`src/rtl/alu_dispatch_scheduler_pkg.sv`:
```
// -----------------------------------------------------------------------------
// alu_dispatch_scheduler_pkg
// Shared definitions for the ALU dispatch buffer/scheduler:
//   ROB_INDEX_WIDTH      - width of a reorder-buffer index
//   PHY_REG_ADDR_WIDTH   - width of a physical register address
//   ALU_PAYLOAD_W        - width of the opaque op payload held per entry
//   alu_dispatch_entry_t - one buffered micro-op (payload, rob, prd, is_ctrl)
//   perf_sat_add()       - 32-bit saturating increment used by the
//                          optional performance counters
// -----------------------------------------------------------------------------
package alu_dispatch_scheduler_pkg;

   localparam int ROB_INDEX_WIDTH    = 6;
   localparam int PHY_REG_ADDR_WIDTH = 6;
   localparam int ALU_PAYLOAD_W      = 192;

   typedef struct packed {
      logic [ALU_PAYLOAD_W-1:0]      payload;
      logic [ROB_INDEX_WIDTH-1:0]    rob_index;
      logic [PHY_REG_ADDR_WIDTH-1:0] prd_addr;
      logic                          is_ctrl;
   } alu_dispatch_entry_t;

   // Add 0..3 to a 32-bit counter, sticking at all-ones instead of wrapping.
   function automatic logic [31:0] perf_sat_add(input logic [31:0] cnt,
                                                input logic [1:0]  inc);
      logic [32:0] sum;
      sum = {1'b0, cnt} + {31'd0, inc};
      if (sum[32]) begin
         perf_sat_add = 32'hFFFF_FFFF;
      end else begin
         perf_sat_add = sum[31:0];
      end
   endfunction

endpackage

```
`src/rtl/alu_dispatch_pick.sv`:
```
// -----------------------------------------------------------------------------
// alu_dispatch_pick
// Combinational issue decision for the two ALU lanes from the two oldest
// buffered entries.
// Ports:
//   count_i         - occupied entries in the buffer (registered)
//   head_is_ctrl_i  - oldest entry is a branch/jump
//   head1_is_ctrl_i - second-oldest entry is a branch/jump
//   alu1_rdy_i      - lane 1 accepts this cycle
//   alu2_rdy_i      - lane 2 accepts this cycle
//   flush_i         - flush in progress, suppress all issue
//   iss1_o          - oldest entry issues on lane 1
//   iss2_o          - second-oldest entry issues on lane 2
// -----------------------------------------------------------------------------
module alu_dispatch_pick #(
   parameter int DEPTH_WIDTH = 3
) (
   input  logic [DEPTH_WIDTH:0] count_i,
   input  logic                 head_is_ctrl_i,
   input  logic                 head1_is_ctrl_i,
   input  logic                 alu1_rdy_i,
   input  logic                 alu2_rdy_i,
   input  logic                 flush_i,
   output logic                 iss1_o,
   output logic                 iss2_o
);

   logic has_one_s;
   logic has_two_s;
   logic two_ctrl_s;

   // Lane 2 is only ever granted on top of lane 1 so issue stays in order,
   // and two branch/jumps never leave in the same cycle.
   always_comb begin
      has_one_s  = (count_i != (DEPTH_WIDTH+1)'(0));
      has_two_s  = (count_i >= (DEPTH_WIDTH+1)'(2));
      two_ctrl_s = head_is_ctrl_i & head1_is_ctrl_i;
      iss1_o     = has_one_s & alu1_rdy_i & ~flush_i;
      iss2_o     = iss1_o & has_two_s & alu2_rdy_i & ~two_ctrl_s;
   end

endmodule

```
`src/rtl/alu_dispatch_scheduler.sv`:
```
// -----------------------------------------------------------------------------
// alu_dispatch_scheduler
// In-order dispatch buffer feeding the two ALU lanes. Accepts one op per
// cycle from the RCU, issues up to two per cycle oldest-first (lane 1 always
// carries the older op), never two branch/jumps together, and drops all
// buffered ops on flush.
//
// Optional feature (macro ALU_DISPATCH_PERF_EN): three 32-bit saturating
// performance counters, cleared only by rst.
//
// Ports:
//   clk, rst                  - clock, asynchronous active-high reset
//   enq_vld_i / enq_rdy_o     - enqueue handshake from the RCU
//   enq_payload_i, enq_rob_index_i, enq_prd_addr_i, enq_is_ctrl_i
//                             - op being enqueued
//   flush_i                   - discard every buffered op
//   alu1_rdy_i, alu2_rdy_i    - per-lane ready
//   aluN_req_valid_o, aluN_payload_o, aluN_rob_index_o, aluN_prd_addr_o
//                             - issue to lane N (combinational from the head)
//   count_o                   - occupied entries
//   perf_issue_cnt_o, perf_dual_cnt_o, perf_ctrl_stall_cnt_o
//                             - (ALU_DISPATCH_PERF_EN only) counters
// -----------------------------------------------------------------------------
module alu_dispatch_scheduler
   import alu_dispatch_scheduler_pkg::*;
#(
   parameter int DEPTH       = 8,
   parameter int DEPTH_WIDTH = 3,
   parameter int PAYLOAD_W   = ALU_PAYLOAD_W  // must equal the package width
) (
   input  logic                          clk,
   input  logic                          rst,
   input  logic                          enq_vld_i,
   output logic                          enq_rdy_o,
   input  logic [PAYLOAD_W-1:0]          enq_payload_i,
   input  logic [ROB_INDEX_WIDTH-1:0]    enq_rob_index_i,
   input  logic [PHY_REG_ADDR_WIDTH-1:0] enq_prd_addr_i,
   input  logic                          enq_is_ctrl_i,
   input  logic                          flush_i,
   input  logic                          alu1_rdy_i,
   input  logic                          alu2_rdy_i,
   output logic                          alu1_req_valid_o,
   output logic [PAYLOAD_W-1:0]          alu1_payload_o,
   output logic [ROB_INDEX_WIDTH-1:0]    alu1_rob_index_o,
   output logic [PHY_REG_ADDR_WIDTH-1:0] alu1_prd_addr_o,
   output logic                          alu2_req_valid_o,
   output logic [PAYLOAD_W-1:0]          alu2_payload_o,
   output logic [ROB_INDEX_WIDTH-1:0]    alu2_rob_index_o,
   output logic [PHY_REG_ADDR_WIDTH-1:0] alu2_prd_addr_o,
   output logic [DEPTH_WIDTH:0]          count_o
`ifdef ALU_DISPATCH_PERF_EN
   ,
   output logic [31:0]                   perf_issue_cnt_o,
   output logic [31:0]                   perf_dual_cnt_o,
   output logic [31:0]                   perf_ctrl_stall_cnt_o
`endif
);

   alu_dispatch_entry_t        entry_q [DEPTH];
   logic [DEPTH_WIDTH-1:0]     head_q;
   logic [DEPTH_WIDTH-1:0]     head_d;
   logic [DEPTH_WIDTH-1:0]     tail_q;
   logic [DEPTH_WIDTH-1:0]     tail_d;
   logic [DEPTH_WIDTH:0]       count_q;
   logic [DEPTH_WIDTH:0]       count_d;
   logic [DEPTH_WIDTH-1:0]     head1_s;
   alu_dispatch_entry_t        head_entry_s;
   alu_dispatch_entry_t        head1_entry_s;
   alu_dispatch_entry_t        enq_entry_s;
   logic                       enq_fire_s;
   logic                       iss1_s;
   logic                       iss2_s;

   // Head views, enqueue handshake and the entry to be written.
   always_comb begin
      head1_s       = head_q + DEPTH_WIDTH'(1);   // wraps modulo DEPTH
      head_entry_s  = entry_q[head_q];
      head1_entry_s = entry_q[head1_s];
      // Full check uses registered count only: no credit for same-cycle issue.
      enq_rdy_o     = (count_q != (DEPTH_WIDTH+1)'(DEPTH));
      enq_fire_s    = enq_vld_i & enq_rdy_o & ~flush_i;
      enq_entry_s.payload   = enq_payload_i;
      enq_entry_s.rob_index = enq_rob_index_i;
      enq_entry_s.prd_addr  = enq_prd_addr_i;
      enq_entry_s.is_ctrl   = enq_is_ctrl_i;
   end

   alu_dispatch_pick #(
      .DEPTH_WIDTH     (DEPTH_WIDTH)
   ) u_pick (
      .count_i         (count_q),
      .head_is_ctrl_i  (head_entry_s.is_ctrl),
      .head1_is_ctrl_i (head1_entry_s.is_ctrl),
      .alu1_rdy_i      (alu1_rdy_i),
      .alu2_rdy_i      (alu2_rdy_i),
      .flush_i         (flush_i),
      .iss1_o          (iss1_s),
      .iss2_o          (iss2_s)
   );

   // Pointer and occupancy next state; flush overrides everything.
   always_comb begin
      head_d  = head_q;
      tail_d  = tail_q;
      count_d = count_q;
      if (flush_i) begin
         head_d  = DEPTH_WIDTH'(0);
         tail_d  = DEPTH_WIDTH'(0);
         count_d = (DEPTH_WIDTH+1)'(0);
      end else begin
         case ({iss2_s, iss1_s})
            2'b01:   head_d = head_q + DEPTH_WIDTH'(1);
            2'b11:   head_d = head_q + DEPTH_WIDTH'(2);
            default: head_d = head_q;
         endcase
         if (enq_fire_s) begin
            tail_d = tail_q + DEPTH_WIDTH'(1);
         end else begin
            tail_d = tail_q;
         end
         count_d = count_q + (DEPTH_WIDTH+1)'(enq_fire_s)
                           - (DEPTH_WIDTH+1)'(iss1_s)
                           - (DEPTH_WIDTH+1)'(iss2_s);
      end
   end

   // Pointer and occupancy registers.
   always_ff @(posedge clk or posedge rst) begin
      if (rst) begin
         head_q  <= DEPTH_WIDTH'(0);
         tail_q  <= DEPTH_WIDTH'(0);
         count_q <= (DEPTH_WIDTH+1)'(0);
      end else begin
         head_q  <= head_d;
         tail_q  <= tail_d;
         count_q <= count_d;
      end
   end

   // Entry storage; contents are only meaningful below count, so no reset.
   always_ff @(posedge clk) begin
      if (enq_fire_s) begin
         entry_q[tail_q] <= enq_entry_s;
      end
   end

   // Issue outputs: lane 1 always carries the older entry.
   always_comb begin
      alu1_req_valid_o = iss1_s;
      alu1_payload_o   = head_entry_s.payload;
      alu1_rob_index_o = head_entry_s.rob_index;
      alu1_prd_addr_o  = head_entry_s.prd_addr;
      alu2_req_valid_o = iss2_s;
      alu2_payload_o   = head1_entry_s.payload;
      alu2_rob_index_o = head1_entry_s.rob_index;
      alu2_prd_addr_o  = head1_entry_s.prd_addr;
      count_o          = count_q;
   end

`ifdef ALU_DISPATCH_PERF_EN
   logic [31:0] perf_issue_cnt_q;
   logic [31:0] perf_dual_cnt_q;
   logic [31:0] perf_ctrl_stall_cnt_q;
   logic        ctrl_stall_s;

   // A lane-2 slot lost only because both head entries are branch/jumps.
   always_comb begin
      ctrl_stall_s = (count_q >= (DEPTH_WIDTH+1)'(2)) & iss1_s & alu2_rdy_i &
                     head_entry_s.is_ctrl & head1_entry_s.is_ctrl;
   end

   // Saturating counters; flush deliberately does not clear them.
   always_ff @(posedge clk or posedge rst) begin
      if (rst) begin
         perf_issue_cnt_q      <= 32'd0;
         perf_dual_cnt_q       <= 32'd0;
         perf_ctrl_stall_cnt_q <= 32'd0;
      end else begin
         perf_issue_cnt_q      <= perf_sat_add(perf_issue_cnt_q,
                                               {1'b0, iss1_s} + {1'b0, iss2_s});
         perf_dual_cnt_q       <= perf_sat_add(perf_dual_cnt_q, {1'b0, iss2_s});
         perf_ctrl_stall_cnt_q <= perf_sat_add(perf_ctrl_stall_cnt_q,
                                               {1'b0, ctrl_stall_s});
      end
   end

   // Counter outputs straight from their registers.
   always_comb begin
      perf_issue_cnt_o      = perf_issue_cnt_q;
      perf_dual_cnt_o       = perf_dual_cnt_q;
      perf_ctrl_stall_cnt_o = perf_ctrl_stall_cnt_q;
   end
`endif

endmodule

```
`config.mk`:
```
export PLATFORM = sky130hd
export DESIGN_NAME = alu_dispatch_scheduler
export DESIGN_NICKNAME = d
export VERILOG_FILES = /design/src/rtl/alu_dispatch_scheduler_pkg.sv /design/src/rtl/alu_dispatch_pick.sv /design/src/rtl/alu_dispatch_scheduler.sv
export SDC_FILE = /design/constraint.sdc
export NUM_CORES = 2
export LEC_CHECK = 0
export CAP_MARGIN = 20
export CORE_UTILIZATION = 30
export DETAILED_ROUTE_END_ITERATION = 7
export GPL_TIMING_DRIVEN = 0
export PLACE_DENSITY = 0.54
export SKIP_CTS_REPAIR_TIMING = 1
export SLEW_MARGIN = 20
export SYNTH_ARGS = -nofsm -noshare
export SYNTH_HDL_FRONTEND = slang
export SYNTH_SLANG_ARGS = --single-unit
```
`constraint.sdc`:
```
create_clock -name clk -period 22.9 [get_ports clk]
set_clock_uncertainty 0.05 [all_clocks]
set_input_delay 3.435 -clock clk [delete_from_list [all_inputs] [get_ports clk]]
set_output_delay 3.435 -clock clk [all_outputs]
set_load 0.01 [all_outputs]
```
After elaboration in Yosys (flattened, before gate mapping). Memory sizes are Yosys's and may differ from the RTL's. Cells that the tools add are included.

Input bits: 211. Register bits: 10. Memories: 1. RAM bits: 1640. Output and inout port bits: 415. Word-level logic and storage cells: 34.

Memory list: entry_q (depth 8, width 205, rd ports 2, clocked after memory_dff 0, wr ports 1, RTL line alu_dispatch_scheduler.sv:59) `alu_dispatch_entry_t entry_q [DEPTH];`.

Equal/unequal tests: 3. Multiplexer cells: 7. $lt $le $gt $ge: 1. Reduce and logical (&&, ||, !) cells: 3. Add/subtract/negate cells: 6. Bitwise gates (word level): 10.

Operator list (count): 2-to-1 mux 3 bit (3); AND 1 bit (8); subtractor 4 x 1 -> 4 bit (2); adder 3 x 1 -> 3 bit, second input constant (2); case mux 3 bit (2 select lines) (1); adder 4 x 1 -> 4 bit (1); greater-or-equal comparator 4 x 2 -> 1 bit, second input constant (1); 2-to-1 mux 4 bit (1); != test 4 bit, second input constant (1); nonzero test 4 bit (1); adder 3 x 2 -> 3 bit, second input constant (1); nonzero test 3 bit (1); equality test 2 x 1 -> 1 bit, second input constant (1); equality test 2 bit, second input constant (1); 2-to-1 mux 1 bit (2); inverter 1 bit (2); nonzero test 2 bit (1).

Depth between registers and ports, before layout.
Depth after elaboration: 9. Mapped depth: 14. Gate-level depth less buffers: 12.

Modules after synthesis. A second synthesis with hierarchy kept.

Cells, all modules: 3587. Area, all modules: 77519.3 um^2.

Modules (own cells, without submodules): alu_dispatch_scheduler (area an instance 77473.1 um^2, cells an instance 3581, seq. area each 49497.5 um^2, instances 1); alu_dispatch_pick (area an instance 46.3 um^2, cells an instance 6, seq. area each 0.0 um^2, instances 1).

Worst setup path after synthesis. Ideal clock, no wire load.

Kind: input-to-reg. Start: in flush_i. End: mem entry_q[0][0] (netlist name) (enable). Data arrival time: 24.435 ns. Path slack: -2.928 ns. Required time: 21.507 ns. Setup time: 1.343 ns. Cell stages on the path: 2. Cells stage by stage: clkbuf_1 -> nor4b_1.

Longest elaborated chain between the ends: 4.

RTL lines: start, declared (RTL line alu_dispatch_scheduler.sv:39) `input logic flush_i,`; inverter 1 bit (RTL line alu_dispatch_scheduler.sv:81) `enq_fire_s = enq_vld_i & enq_rdy_o & ~flush_i;`; AND 1 bit (RTL line alu_dispatch_scheduler.sv:81); 2-to-1 mux 1 bit (RTL line alu_dispatch_scheduler.sv:142) `if (enq_fire_s) begin`; 2-to-1 mux 1 bit (not written as such) (RTL line alu_dispatch_scheduler.sv:143) `entry_q[tail_q] <= enq_entry_s;`; end, declared (RTL line alu_dispatch_scheduler.sv:59).

No other way between the ends.

Final worst setup path.
Start: in alu1_rdy_i. End: out alu2_req_valid_o.

Longest elaborated chain between the ends: 5.

RTL lines: start, declared (RTL line alu_dispatch_scheduler.sv:40) `input logic alu1_rdy_i,`; AND 1 bit (2 in a row) (RTL line alu_dispatch_pick.sv:38) `iss1_o = has_one_s & alu1_rdy_i & ~flush_i;`; AND 1 bit (3 in a row) (RTL line alu_dispatch_pick.sv:39) `iss2_o = iss1_o & has_two_s & alu2_rdy_i & ~two_ctrl_s;`; end, declared (RTL line alu_dispatch_scheduler.sv:46) `output logic alu2_req_valid_o,`.

No other way between the ends.

==> out/results.ini <==
[logic_synthesis]
synthTopCellsByArea = edfxtp_1 66%, mux4_2 25%, mux2_2 6.1%
async_flop_share = 0.00606
avgSynthCellArea_um2 = 23.5
yosys_warnings = 0
yosysUniqueCellTypes = 33
yosys.area.top_type_share = 0.659
ys_top_cells_by_count = 1640 x edfxtp_1, 819 x mux4_2, 408 x mux2_2
yosysMostFrequentCell = edfxtp_1
syn-instance-count = 3182
synth_seq_cells = 1650
ys_seq_area_frac = 0.662
ys.flop_type = edfxtp_1
syn_area_um2 = 74700
yosys.area.top_type = edfxtp_1
synth_nets = 3403
synth-edff-count = 1640

[finish]
syn_to_final_growth_pct = 25.7
fin_nets = 4487
num-fill-cells = 22400
seqCellArea_um2 = 49500
fin_util = 0.380
drive_gt1_frac = 0.441
multi_input_area_um2 = 23600

[power]
irDropWorstVdd_uv = 83.2
p_total_w = 0.00999
power_leakage_nw = 29.1
power.density_nw_per_um2 = 106

[grt]
antenna_found_initial = 50
grt_first_pass_wirelength_mm = 328
globalRouteTotalUtil = 0.185
grt_pass1_vias = 42600
overflow = 0
grt_max_degree = 19

[setup_path]
worst_setup_path_start_kind = input port
path_class = in2out
endpoint_kind = output port
cp.arrival_ns = 5.41
worstPathRequired_ns = 19.42
cp_max_fo = 3

[placement]
gp_congestion = 0.740
post-dp-hpwl_mm = 166
dp_slack_ns = 13.99
port_buffers = 624

[floorplanning]
num_rows = 182
start_util = 0.303
placeableCoreArea_um2 = 247000
die_area_um2 = 251000
die_w_um = 501
die_h_um = 501
ios = 626

[status]
outcome = completed

[clock_tree]
cts-htree-levels = 4
cts_tree = yes
cts_made_buffers = 183
clk_pin_slew_ns = 0.06
cts_buffer_depth = 3
clock-sinks = 1650
cts_root_buf = clkbuf_16
clk_latency_ns = 0.85

[hold_path]
min_path_type = reg2reg

[route]
routedWlPerCell_um = 30.2
wirelength_mm = 234
vias_per_cell = 5.13
num_vias = 39800
antenna_left = 0
drc = 0
drt_iter0_markers = 3027
first_pass_iters = 5

[sta]
setup_violations = 0
holdWs_ns = 0.613
maxSlewViolCount = 0
slew_headroom = 0.270
grt_setup_unrepaired = no
fin_ws_ns = 14.00
fin_crit_sh = 0.388
hold_viol_final = 0
finalCriticalPeriod_ns = 8.90
fmax_mhz = 112
tightest_slew_ns = 1.09

[job]
drv_cap = 0

[registers in the layout (all words and copies together), names as in the netlist]
| signal | cells |
|---|---|
| entry_q | 1640 |
| head_q | 3 |
| tail_q | 3 |
| count_o | 4 |
[final timing paths]
| check | start | end | slack (ns) | cells past startpoint |
|---|---|---|---|---|
| worst max-delay path | alu1_rdy_i | alu2_req_valid_o | 14.00 | 5 |
| worst max register to register | count_o[2] | entry_q[2][46] | 18.50 | 15 |
| max in group asynchronous | rst | tail_q[2] | 19.52 | 2 |
| worst min register to register | tail_q[2] | tail_q[2] | 0.61 | 2 |
| min in group asynchronous | rst | count_o[2] | 2.92 | 2 |
| worst min-delay path | tail_q[2] | tail_q[2] | 0.61 | 2 |
[power by group]
part / leakage, nW / total, W / internal, W / switching (W)
Combinational: 11.2 / 0.00360 / 0.00184 / 0.00177
Clock: 2.90 / 0.00295 / 0.00169 / 0.00126
Sequential: 14.9 / 0.00344 / 0.00341 / 0.0000319
Total: 29.1 / 0.00999 / 0.00693 / 0.00306
[worst max-delay path: stages]
cell	delay (ns)
clkdlybuf4s50_1	0.58
nand2_1	0.09
a211o_1	0.33
o21ba_2	0.34
clkdlybuf4s50_1	0.64
[logic make-up (layout without fill, tap and decap cells)]
kind of cell | count (synthesis) | count (layout) | share of synthesized area
compound gates | 15 | 15 | 0.00131
buf+inv | 243 | 1483 | 0.0227
xor+xnor | 2 | 2 | 0.000335
mux | 1233 | 1233 | 0.309
other cells | 0 | 19 | 0
flops | 1650 | 1650 | 0.662
fa+ha+maj | 10 | 10 | 0.00188
simple gates | 29 | 29 | 0.00216
[cell type report]
class | count | area share
multi-input cells | 1289 | 0.251
clock buffers | 235 | 0.0516
clock inverters | 106 | 0.0125
repair buffers | 899 | 0.0948
plain buffers | 231 | 0.0176
diodes | 19 | 0.000506
well taps | 3312 | 0.0441
inverters | 12 | 0.000480
flip-flops and latches | 1650 | 0.527
[through the flow]
step	cell area, µm²	setup TNS [ns]	cells
2_1_floorplan	74700	-907.97	3182
3_3_place_gp	85100	-	7118
3_5_place_dp	87800	0	7393
4_1_cts	93900	0	7734
5_1_grt	93900	0	7746
6_report	93900	0	7753
[layer usage]
layer,up-vias,GRT usage,part of all wire
met2,1310,0.304,0.49
li1,16300,-,-
met4,30,0.0742,0.037
met1,21800,0.240,0.41
met3,354,0.0380,0.061
met5,-,0,0.00080
[cell usage in the layout (no fill, tap or decap), drive strengths merged, types with 10 or more instances in the layout]
| cell type | netlist | layout |
|---|---|---|
| edfxtp | 1640 | 1640 |
| diode | 0 | 19 |
| dfrtp | 10 | 10 |
| inv | 12 | 22 |
| mux4 | 819 | 819 |
| buf | 205 | 480 |
| bufinv | 0 | 16 |
| clkbuf | 26 | 261 |
| clkinv | 0 | 72 |
| clkdlybuf4s50 | 0 | 624 |
| mux2 | 408 | 408 |
Power figures use the tool's default switching activity.
